**config.mk**
```make
export PLATFORM = sky130hd
export DESIGN_NAME = controle_entrada_jogada
export DESIGN_NICKNAME = d
export VERILOG_FILES = /design/src/rtl/pkg_sudoku.sv /design/src/rtl/codificador_switch_sinc.sv /design/src/rtl/controle_entrada_jogada.sv
export SDC_FILE = /design/constraint.sdc
export NUM_CORES = 1
export LEC_CHECK = 0
export BUFFER_PORTS_ARGS = -buffer_cell sky130_fd_sc_hd__buf_4
export CAP_MARGIN = 20
export CORE_AREA = 5 5 88 90
export CTS_BUF_LIST = sky130_fd_sc_hd__clkbuf_4 sky130_fd_sc_hd__clkbuf_8
export DETAILED_ROUTE_END_ITERATION = 8
export DIE_AREA = 0 0 93 95
export PLACE_DENSITY = 0.62
export SYNTH_ARGS = -nofsm -noshare
export SYNTH_HDL_FRONTEND = slang
export SYNTH_SLANG_ARGS = --single-unit
```
**constraint.sdc**
```tcl
create_clock -name clk -period 4.9 [get_ports clk]
set_input_delay 0.245 -clock clk [delete_from_list [all_inputs] [get_ports clk]]
set_output_delay 0.245 -clock clk [all_outputs]
set_load 0.005 [all_outputs]
```
**src/rtl/pkg_sudoku.sv**
```systemverilog
`default_nettype none
// ============================================================================
//  Module      : pkg_sudoku
//  Description : Shared Sudoku definitions: state codes (also decoded by the
//                hex-display block), digit width, "none" digit and the
//                one-hot switch to digit encoding rule.
//  Revision    : 1.0 - initial release
// ============================================================================
package pkg_sudoku;

    localparam int c_digito_w = 4;
    localparam logic [c_digito_w-1:0] c_nenhum = 4'd0;

    typedef enum logic [2:0] {
        S_LINHA    = 3'b000,
        S_COLUNA   = 3'b001,
        S_CONSULTA = 3'b010,
        S_VALOR    = 3'b011,
        S_ESCRITA  = 3'b100,
        S_ERRO     = 3'b101
    } estado_t;

    // Exactly one bit i set gives digit i+1; anything else gives "none".
    function automatic logic [c_digito_w-1:0] codifica_one_hot(input logic [8:0] sw);
        logic [c_digito_w-1:0] cod;
        int                    n;
        cod = c_nenhum;
        n   = 0;
        for (int i = 0; i < 9; i++) begin
            if (sw[i]) begin
                n   = n + 1;
                cod = 4'(i + 1);
            end
        end
        if (n != 1) begin
            cod = c_nenhum;
        end
        return cod;
    endfunction

endpackage
`default_nettype wire

```
**src/rtl/codificador_switch_sinc.sv**
```systemverilog
`default_nettype none
// ============================================================================
//  Module      : codificador_switch_sinc
//  Description : Registered one-hot switch to digit encoder; outputs 0 when
//                no bit or more than one bit is set. One cycle of latency.
//  Revision    : 1.0 - initial release
// ============================================================================
module codificador_switch_sinc
    import pkg_sudoku::*;
(
    input  logic                  clk,
    input  logic                  reset,
    input  logic [8:0]            switch,
    output logic [c_digito_w-1:0] codigo
);

    logic [c_digito_w-1:0] r_codigo;

    // Register the encoded digit so it lines up with the registered button edges.
    always_ff @(posedge clk) begin
        if (reset) begin
            r_codigo <= c_nenhum;
        end else begin
            r_codigo <= codifica_one_hot(switch);
        end
    end

    assign codigo = r_codigo;

endmodule
`default_nettype wire

```
**src/rtl/controle_entrada_jogada.sv**
```systemverilog
`default_nettype none
// ============================================================================
//  Module      : controle_entrada_jogada
//  Description : Sequences one Sudoku move: row, column, fixed-cell query,
//                value, board write. Detects button edges, encodes switches
//                and runs req/ack handshakes toward board storage.
//                Optional macro ENTRADA_TIMEOUT_EN adds an inactivity
//                timeout in S_COLUNA / S_VALOR.
//  Revision    : 1.0 - initial release
// ============================================================================
module controle_entrada_jogada
    import pkg_sudoku::*;
#(
    parameter int ERRO_CICLOS    = 50_000_000,
    parameter int TIMEOUT_CICLOS = 500_000_000
)(
    input  logic       clk,
    input  logic       reset,
    input  logic [8:0] switch,
    input  logic       btn_confirma,
    input  logic       btn_cancela,
    input  logic       consulta_ok,
    input  logic       celula_fixa,
    input  logic       escrita_ack,
    output logic [3:0] regLinha,
    output logic [3:0] regColuna,
    output logic [3:0] regValor,
    output logic [2:0] estadoJogo,
    output logic       consulta_req,
    output logic       escrita_req,
    output logic       erro
);

    localparam int c_erro_w = (ERRO_CICLOS > 1) ? $clog2(ERRO_CICLOS) : 1;
    localparam logic [c_erro_w-1:0] c_erro_fim = c_erro_w'(ERRO_CICLOS - 1);

    estado_t               r_estado, w_estado_nxt;
    logic [c_digito_w-1:0] r_linha, r_coluna, r_valor;
    logic [c_digito_w-1:0] w_linha_nxt, w_coluna_nxt, w_valor_nxt;
    logic [c_digito_w-1:0] w_codigo;
    logic                  r_conf_ant, r_canc_ant, r_ev_conf, r_ev_canc;
    logic                  w_conf;
    logic                  r_erro_pulso, w_erro_inv;
    logic                  r_consulta_req, r_escrita_req;
    logic [c_erro_w-1:0]   r_cnt_erro;
    logic                  w_timeout;

    codificador_switch_sinc u_codificador (
        .clk    (clk),
        .reset  (reset),
        .switch (switch),
        .codigo (w_codigo)
    );

    // Registered rising-edge detection; history resets high so a held button gives no event.
    always_ff @(posedge clk) begin
        if (reset) begin
            r_conf_ant <= 1'b1;
            r_canc_ant <= 1'b1;
            r_ev_conf  <= 1'b0;
            r_ev_canc  <= 1'b0;
        end else begin
            r_conf_ant <= btn_confirma;
            r_canc_ant <= btn_cancela;
            r_ev_conf  <= btn_confirma & ~r_conf_ant;
            r_ev_canc  <= btn_cancela  & ~r_canc_ant;
        end
    end

    // Cancel takes priority over a simultaneous confirm.
    assign w_conf = r_ev_conf & ~r_ev_canc;

`ifdef ENTRADA_TIMEOUT_EN
    localparam int c_inat_w = $clog2(TIMEOUT_CICLOS + 1);
    localparam logic [c_inat_w-1:0] c_inat_fim = c_inat_w'(TIMEOUT_CICLOS - 1);

    logic [8:0]          r_switch_ant;
    logic [c_inat_w-1:0] r_inat;
    logic                w_em_espera, w_limpa;

    assign w_em_espera = (r_estado == S_COLUNA) || (r_estado == S_VALOR);
    assign w_limpa     = r_ev_conf | r_ev_canc | (switch != r_switch_ant);
    assign w_timeout   = w_em_espera && !w_limpa && (r_inat == c_inat_fim);

    // Inactivity counter, restarted by any user activity or state change.
    always_ff @(posedge clk) begin
        if (reset) begin
            r_switch_ant <= 9'd0;
            r_inat       <= '0;
        end else begin
            r_switch_ant <= switch;
            if (!w_em_espera || w_limpa || (w_estado_nxt != r_estado)) begin
                r_inat <= '0;
            end else begin
                r_inat <= r_inat + 1'b1;
            end
        end
    end
`else
    // Feature absent: never fires, entry waits indefinitely.
    assign w_timeout = (TIMEOUT_CICLOS < 0);
`endif

    // Next-state and next-register logic for the move sequence.
    always_comb begin
        w_estado_nxt = r_estado;
        w_linha_nxt  = r_linha;
        w_coluna_nxt = r_coluna;
        w_valor_nxt  = r_valor;
        w_erro_inv   = 1'b0;
        case (r_estado)
            S_LINHA: begin
                if (w_conf) begin
                    if (w_codigo == c_nenhum) begin
                        w_erro_inv = 1'b1;
                    end else begin
                        w_linha_nxt  = w_codigo;
                        w_estado_nxt = S_COLUNA;
                    end
                end
            end
            S_COLUNA: begin
                if (r_ev_canc) begin
                    w_coluna_nxt = c_nenhum;
                    w_estado_nxt = S_LINHA;
                end else if (w_conf) begin
                    if (w_codigo == c_nenhum) begin
                        w_erro_inv = 1'b1;
                    end else begin
                        w_coluna_nxt = w_codigo;
                        w_estado_nxt = S_CONSULTA;
                    end
                end
            end
            S_CONSULTA: begin
                if (consulta_ok) begin
                    w_estado_nxt = celula_fixa ? S_ERRO : S_VALOR;
                end
            end
            S_VALOR: begin
                if (r_ev_canc) begin
                    w_coluna_nxt = c_nenhum;
                    w_estado_nxt = S_COLUNA;
                end else if (w_conf) begin
                    if (w_codigo == c_nenhum) begin
                        w_erro_inv = 1'b1;
                    end else begin
                        w_valor_nxt  = w_codigo;
                        w_estado_nxt = S_ESCRITA;
                    end
                end
            end
            S_ESCRITA: begin
                if (escrita_ack) begin
                    w_linha_nxt  = c_nenhum;
                    w_coluna_nxt = c_nenhum;
                    w_valor_nxt  = c_nenhum;
                    w_estado_nxt = S_LINHA;
                end
            end
            S_ERRO: begin
                if (r_cnt_erro == c_erro_fim) begin
                    w_linha_nxt  = c_nenhum;
                    w_coluna_nxt = c_nenhum;
                    w_valor_nxt  = c_nenhum;
                    w_estado_nxt = S_LINHA;
                end
            end
            default: begin
                w_estado_nxt = S_LINHA;
            end
        endcase
        if (w_timeout) begin
            w_linha_nxt  = c_nenhum;
            w_coluna_nxt = c_nenhum;
            w_valor_nxt  = c_nenhum;
            w_estado_nxt = S_LINHA;
        end
    end

    // State, selection registers, error timer and registered request outputs.
    always_ff @(posedge clk) begin
        if (reset) begin
            r_estado       <= S_LINHA;
            r_linha        <= c_nenhum;
            r_coluna       <= c_nenhum;
            r_valor        <= c_nenhum;
            r_erro_pulso   <= 1'b0;
            r_consulta_req <= 1'b0;
            r_escrita_req  <= 1'b0;
            r_cnt_erro     <= '0;
        end else begin
            r_estado       <= w_estado_nxt;
            r_linha        <= w_linha_nxt;
            r_coluna       <= w_coluna_nxt;
            r_valor        <= w_valor_nxt;
            r_erro_pulso   <= w_erro_inv;
            r_consulta_req <= (w_estado_nxt == S_CONSULTA);
            r_escrita_req  <= (w_estado_nxt == S_ESCRITA);
            r_cnt_erro     <= (r_estado == S_ERRO) ? r_cnt_erro + 1'b1 : '0;
        end
    end

    assign regLinha     = r_linha;
    assign regColuna    = r_coluna;
    assign regValor     = r_valor;
    assign estadoJogo   = r_estado;
    assign consulta_req = r_consulta_req;
    assign escrita_req  = r_escrita_req;
    assign erro         = (r_estado == S_ERRO) | r_erro_pulso;

endmodule
`default_nettype wire

```
Word level (Yosys, flattened, before mapping) --
Cells that the tools add are included.
Cells by class: $add $sub $neg 9, equal/unequal tests 19, mux-type cells 54, bitwise operators 8, reduce and logical (&&, ||, !) cells 12
Operators by type and width (number):
- 32-bit 2-to-1 mux | 17
- 32-bit by 2-bit adder with 32-bit output, second input constant | 8
- 3-bit 2-to-1 mux | 16
- 4-bit 2-to-1 mux | 9
- 32-bit by 2-bit != test with 1-bit output, second input constant | 1
- 26-bit by 1-bit adder with 26-bit output, second input constant | 1
- 26-bit == test, second input constant | 1
- 4-bit case mux with 3 select lines | 2
- 3-bit case mux with 6 select lines | 1
- 2-bit != test, second input constant | 8
- 4-bit case mux with 4 select lines | 1
- 6-bit AND reduction | 2
- 3-bit by 2-bit == test with 1-bit output, second input constant | 3
- 3-bit == test, second input constant | 3
- 3-bit != test, second input constant | 2
- 3-bit nonzero test | 2
- 2-bit OR reduction | 3
- 1-bit 2-to-1 mux | 5
- 5-bit AND reduction | 1
- 4-bit zero test | 1
- 2-bit 2-to-1 mux | 2
- 1-bit inverter | 4
- 4-bit nonzero test | 1
- 4-bit OR reduction | 1
- other kinds (5) | 7
Word-level totals: bits in registers 52, output and inout bits 18, logic and storage cells 116

Longest topological paths before layout --
depth in word-level cells 28, depth in mapped cells 24

Modules after synthesis --
Synthesis repeated with hierarchy kept, for this count alone.
Second synthesis, totals: cell total of the unflattened synthesis 363, area total of the unflattened synthesis 3145.5 µm²
Modules (own cells, without submodules):
- controle_entrada_jogada | times used 1, cells each 253, area each 2220.9 µm²
- codificador_switch_sinc | times used 1, cells each 110, area each 924.6 µm²

Worst setup path before layout --
OpenSTA, ideal clock, no wires.
path type input to register, from input port switch[0], to register u_codificador.r_codigo[1], in the netlist u_codificador.codigo[1], library setup time 0.088 ns, arrival 4.539 ns, data required time 4.812 ns, slack 0.273 ns, stages 21, path buffers 0, cells stage by stage inv_1 -> ha_1 -> xor2_1 -> ha_1 -> mux2_2 -> ha_1 -> nand2_1 -> nand2_1 -> ha_1 -> nor2b_1 -> a31oi_1 -> ha_1 -> nand2_1 -> nand2_1 -> ha_1 -> mux2_2 -> ha_1 -> or3_1 -> a31oi_1 -> nand4_2 -> nor4_2
On the way: cells in the longest elaborated chain, start to end 28
RTL lines:
- start, declared | line controle_entrada_jogada.sv:19 | input logic [8:0] switch,
- 1-bit 2-to-1 mux * | line pkg_sudoku.sv:30 | if (sw[i]) begin
- 32-bit 2-to-1 mux * | line codificador_switch_sinc.sv:21 | if (reset) begin
- 32-bit by 2-bit adder with 32-bit output | line pkg_sudoku.sv:31 | n = n + 1;
- 32-bit 2-to-1 mux * | line pkg_sudoku.sv:30
- 32-bit 2-to-1 mux * | line codificador_switch_sinc.sv:21
- 32-bit by 2-bit adder with 32-bit output | line pkg_sudoku.sv:31
- 32-bit 2-to-1 mux * | line pkg_sudoku.sv:30
- 32-bit 2-to-1 mux * | line codificador_switch_sinc.sv:21
- (+12 left out)
- 32-bit by 2-bit adder with 32-bit output | line pkg_sudoku.sv:31
- 32-bit 2-to-1 mux * | line pkg_sudoku.sv:30
- 32-bit 2-to-1 mux * | line codificador_switch_sinc.sv:21
- 32-bit by 2-bit adder with 32-bit output | line pkg_sudoku.sv:31
- 32-bit 2-to-1 mux * | line pkg_sudoku.sv:30
- 32-bit 2-to-1 mux * | line codificador_switch_sinc.sv:21
- 32-bit by 2-bit != test with 1-bit output * | line pkg_sudoku.sv:35 | if (n != 1) begin
- 4-bit OR reduction (no source line) *
- end signal, assigned | line codificador_switch_sinc.sv:22 | r_codigo <= c_nenhum;
- end signal, assigned | line codificador_switch_sinc.sv:24 | r_codigo <= codifica_one_hot(switch);
- end, declared | line codificador_switch_sinc.sv:17 | logic [c_digito_w-1:0] r_codigo;
Mark *: on every way between the ends. The rest lies on a longest branch, timed or not. The select of a mux whose other input is x is not followed. A chain may end at the register's enable or synchronous reset.

Worst setup path in the final report --
Ends and elaborated chain as after synthesis.

==> flow_summary.toml <==
[worst_setup_path]
cp_max_fo = 4
cp-start-kind = "input pin"
worstPathCellList = "buf_4 > inv_1 > ha_1 > xor2_1 > ha_1 > mux2_2 > ha_1 > nand2_1 > nand2_1 > ha_1 > nor2b_1 > a31oi_1 > ha_1 > nand2_1 > nand2_1 > ha_1 > mux2_2 > ha_1 > or3_1 > a31oi_1 > nand4_2 > nor4_2"
crit_arrival_ps = 4720
path_class = "input pin to register"
critPathMostFrequentCell = "ha_1"
critical-path-max-stage-delay_ps = 360
reg2reg_slack_ps = 2530
critPathSlowestCell = "or3_1"
critPathCaptureType = "register"
crit_required_ps = 5110

[logic_synthesis]
synth_warnings = 0
yosys_most_used_dff = "dfxtp_1"
synth-async-reset-ratio_pct = 0
yosys-top-cells-count = "58 x nor2_1, 52 x dfxtp_1, 30 x nand2_1"
synthDistinctLibCells = 52
synth.area.top_cells = "dfxtp_1 35%, nor2_1 7.3%, xor2_1 5.5%, xnor2_1 5.0%, ha_1 4.2%"
syn-num-nets = 378
syn_area_um2 = 3000
synth_edf_count = 0
syn_inst = 352
yosys.area.top_type = "dfxtp_1"
seq_area_frac_synth_pct = 34.7
synthMostInstantiatedCell = "nor2_1"
syn_area_per_cell_um2 = 8.53
synth-seq-cells = 52
synth.top_cell.area_share_pct = 34.7

[pwr]
power.density_nw_per_um2 = 281
peakVddDrop_v = 0.000185
p_leak_nw = 1.36

[sta]
setup-violations-final = 0
fin_crit_sh_pct = 91.9
hold_viol_final = 0
maxSlewViolCount = 0
whs_ps = 136
rsz0062_at_grt = "false"
slew_headroom_pct = 41.3
fin_setup_tns_ps = 0
post-route-min-period_ps = 4500
timing.fmax_ghz = 0.222
skew_ps = 7.99
worst_pin_slew_ps = 870

[cts]
cts-root-buf = "clkbuf_8"
cts-resized-gates = 0
htreeDepth = 2
clk_path_buf_depth = 2
post-cts-setup-buffer-count = 0
clock_latency_ps = 300
clk_pin_slew_ps = 90
cts_buffers = 5
holdBufCountCts = 0
cts_sinks = 52
tritoncts = "built"

[die]
fp.dieW_um = 93
io_pins = 34
initial_core_util_pct = 43.0
dieArea_um2 = 8840
rows = 31
core_um2 = 6980
die_height_um = 95

[place]
gp_congestion = 0.792
numPortBuffers = 33
postPlaceCellArea_um2 = 3290
dpl.hpwl_um = 4660

[routing]
firstDrtPassIters = 4
routed_wl_um = 6080
avgViaCountPerCell = 5.29
wl_per_cell_um = 13.2
vias = 2434
drt_iter0_markers = 114
drc_errors = 0
ant_nets = 0

[min_path]
hp-class = "input pin to register"

[finish]
stdcell_area_um2 = 3390
final_net_count = 403
area_growth_syn_to_layout_pct = 12.9
antennaDiodeCount = 0
num-fill-cells = 698
drive_gt1_share_pct = 15.3

[grt]
grt_pass1_wl_um = 10300
antenna_found_initial = 0
overflow = 0
grt_pass1_vias = 2273
grt_usage_pct = 14.2
grt_max_degree = 27

[run]
maxCapViolCount = 0

[status]
status = "finished clean"
-- cells in the final DEF, fill, tap and decap left out, drive strengths merged, types with 5 or more instances in the layout --
cell type	Yosys	layout
nor2	58	58
dfxtp	52	52
buf	4	35
nand2	30	30
xor2	19	19
xnor2	17	17
nand3	13	13
mux2i	12	12
inv	11	11
nor2b	10	10
ha	10	10
nand4	10	10
nor3	8	8
o21ai	8	8
clkbuf	13	7
and3	6	6
nor4	6	6
a21oi	5	5
-- sequential cells by signal, summed over array words and instances (netlist names) --
signal	cells
consulta_req	1
escrita_req	1
estadoJogo	3
r_canc_ant	1
r_cnt_erro	26
r_conf_ant	1
r_erro_pulso	1
r_ev_canc	1
r_ev_conf	1
regColuna	4
regLinha	4
regValor	4
u_codificador.codigo	4
-- per-layer routing --
layer | vias up | GRT usage, % | wire length [µm] | share of wire, %
met3 | 5 | 2.39 | 183 | 3.0
met2 | 35 | 24.0 | 2850 | 47
met5 | - | 0 | 0 | 0
met1 | 1130 | 19.1 | 3000 | 49
li1 | 1264 | - | - | -
met4 | 0 | 2.93 | 55 | 0.90
-- final timing paths --
kind | from | endpoint | depth (start not counted)
worst max register to register | r_cnt_erro[0]$_SDFF_PP0_ | regColuna[2]$_SDFFE_PP0P_ | 7
worst min-delay path | btn_confirma | r_conf_ant$_SDFF_PP1_ | 2
worst min register to register | r_canc_ant$_SDFF_PP1_ | r_ev_canc$_SDFF_PP0_ | 1
worst max-delay path | switch[0] | u_codificador.codigo[1]$_SDFF_PP0_ | 22
-- power by group --
| group | internal [mW] | total, mW | leakage (nW) | switching [mW] |
|---|---|---|---|---|
| Sequential | 0.429 | 0.436 | 0.420 | 0.00660 |
| Clock | 0.121 | 0.257 | 0.0479 | 0.136 |
| Combinational | 0.120 | 0.260 | 0.890 | 0.140 |
-- critical path: cells and delay by family --
kind	cells	cell delay, ps
AO/OA/AOI/OAI	2	260
XOR/XNOR	1	170
adder cells (fa/ha/maj)	7	2130
buffers and inverters	2	130
multiplexers	2	560
AND/OR/NAND/NOR	8	1230
-- cell type report --
| class | count | area (µm²) | share of cell area [%] |
|---|---|---|---|
| multi-input cells | 272 | 1840 | 54.4 |
| flip-flops and latches | 52 | 1040 | 30.7 |
| repair buffers | 35 | 263 | 7.75 |
| well taps | 82 | 103 | 3.03 |
| clock buffers | 7 | 90.1 | 2.66 |
| inverters | 11 | 41.3 | 1.22 |
| clock inverters | 1 | 7.51 | 0.221 |
-- cells by family (layout without fill, tap and decap cells) --
group,after synthesis,in the layout,share of synthesized area (%)
adder cells (fa/ha/maj),10,10,4.17
flip-flops,52,52,34.7
multiplexers,15,15,5.50
buffers and inverters,28,54,3.88
XOR/XNOR,40,40,13.6
AO/OA/AOI/OAI,40,40,9.92
AND/OR/NAND/NOR,167,167,28.2
-- metrics by stage --
stage / setup slack (ps) / instances / power [mW] / utilization, %
final: 398 / 460 / 0.953 / 48.5
after global routing: 37.6 / 460 / 1.01 / 48.5
after CTS: 379 / 460 / 0.962 / 48.5
after detailed placement: 79.8 / 452 / 0.707 / 47.2
after global placement: 155 / 452 / 0.704 / 47.2
after floorplan: 273 / 352 / 0.656 / -
Note: power is estimated with default switching activity, not from simulation.
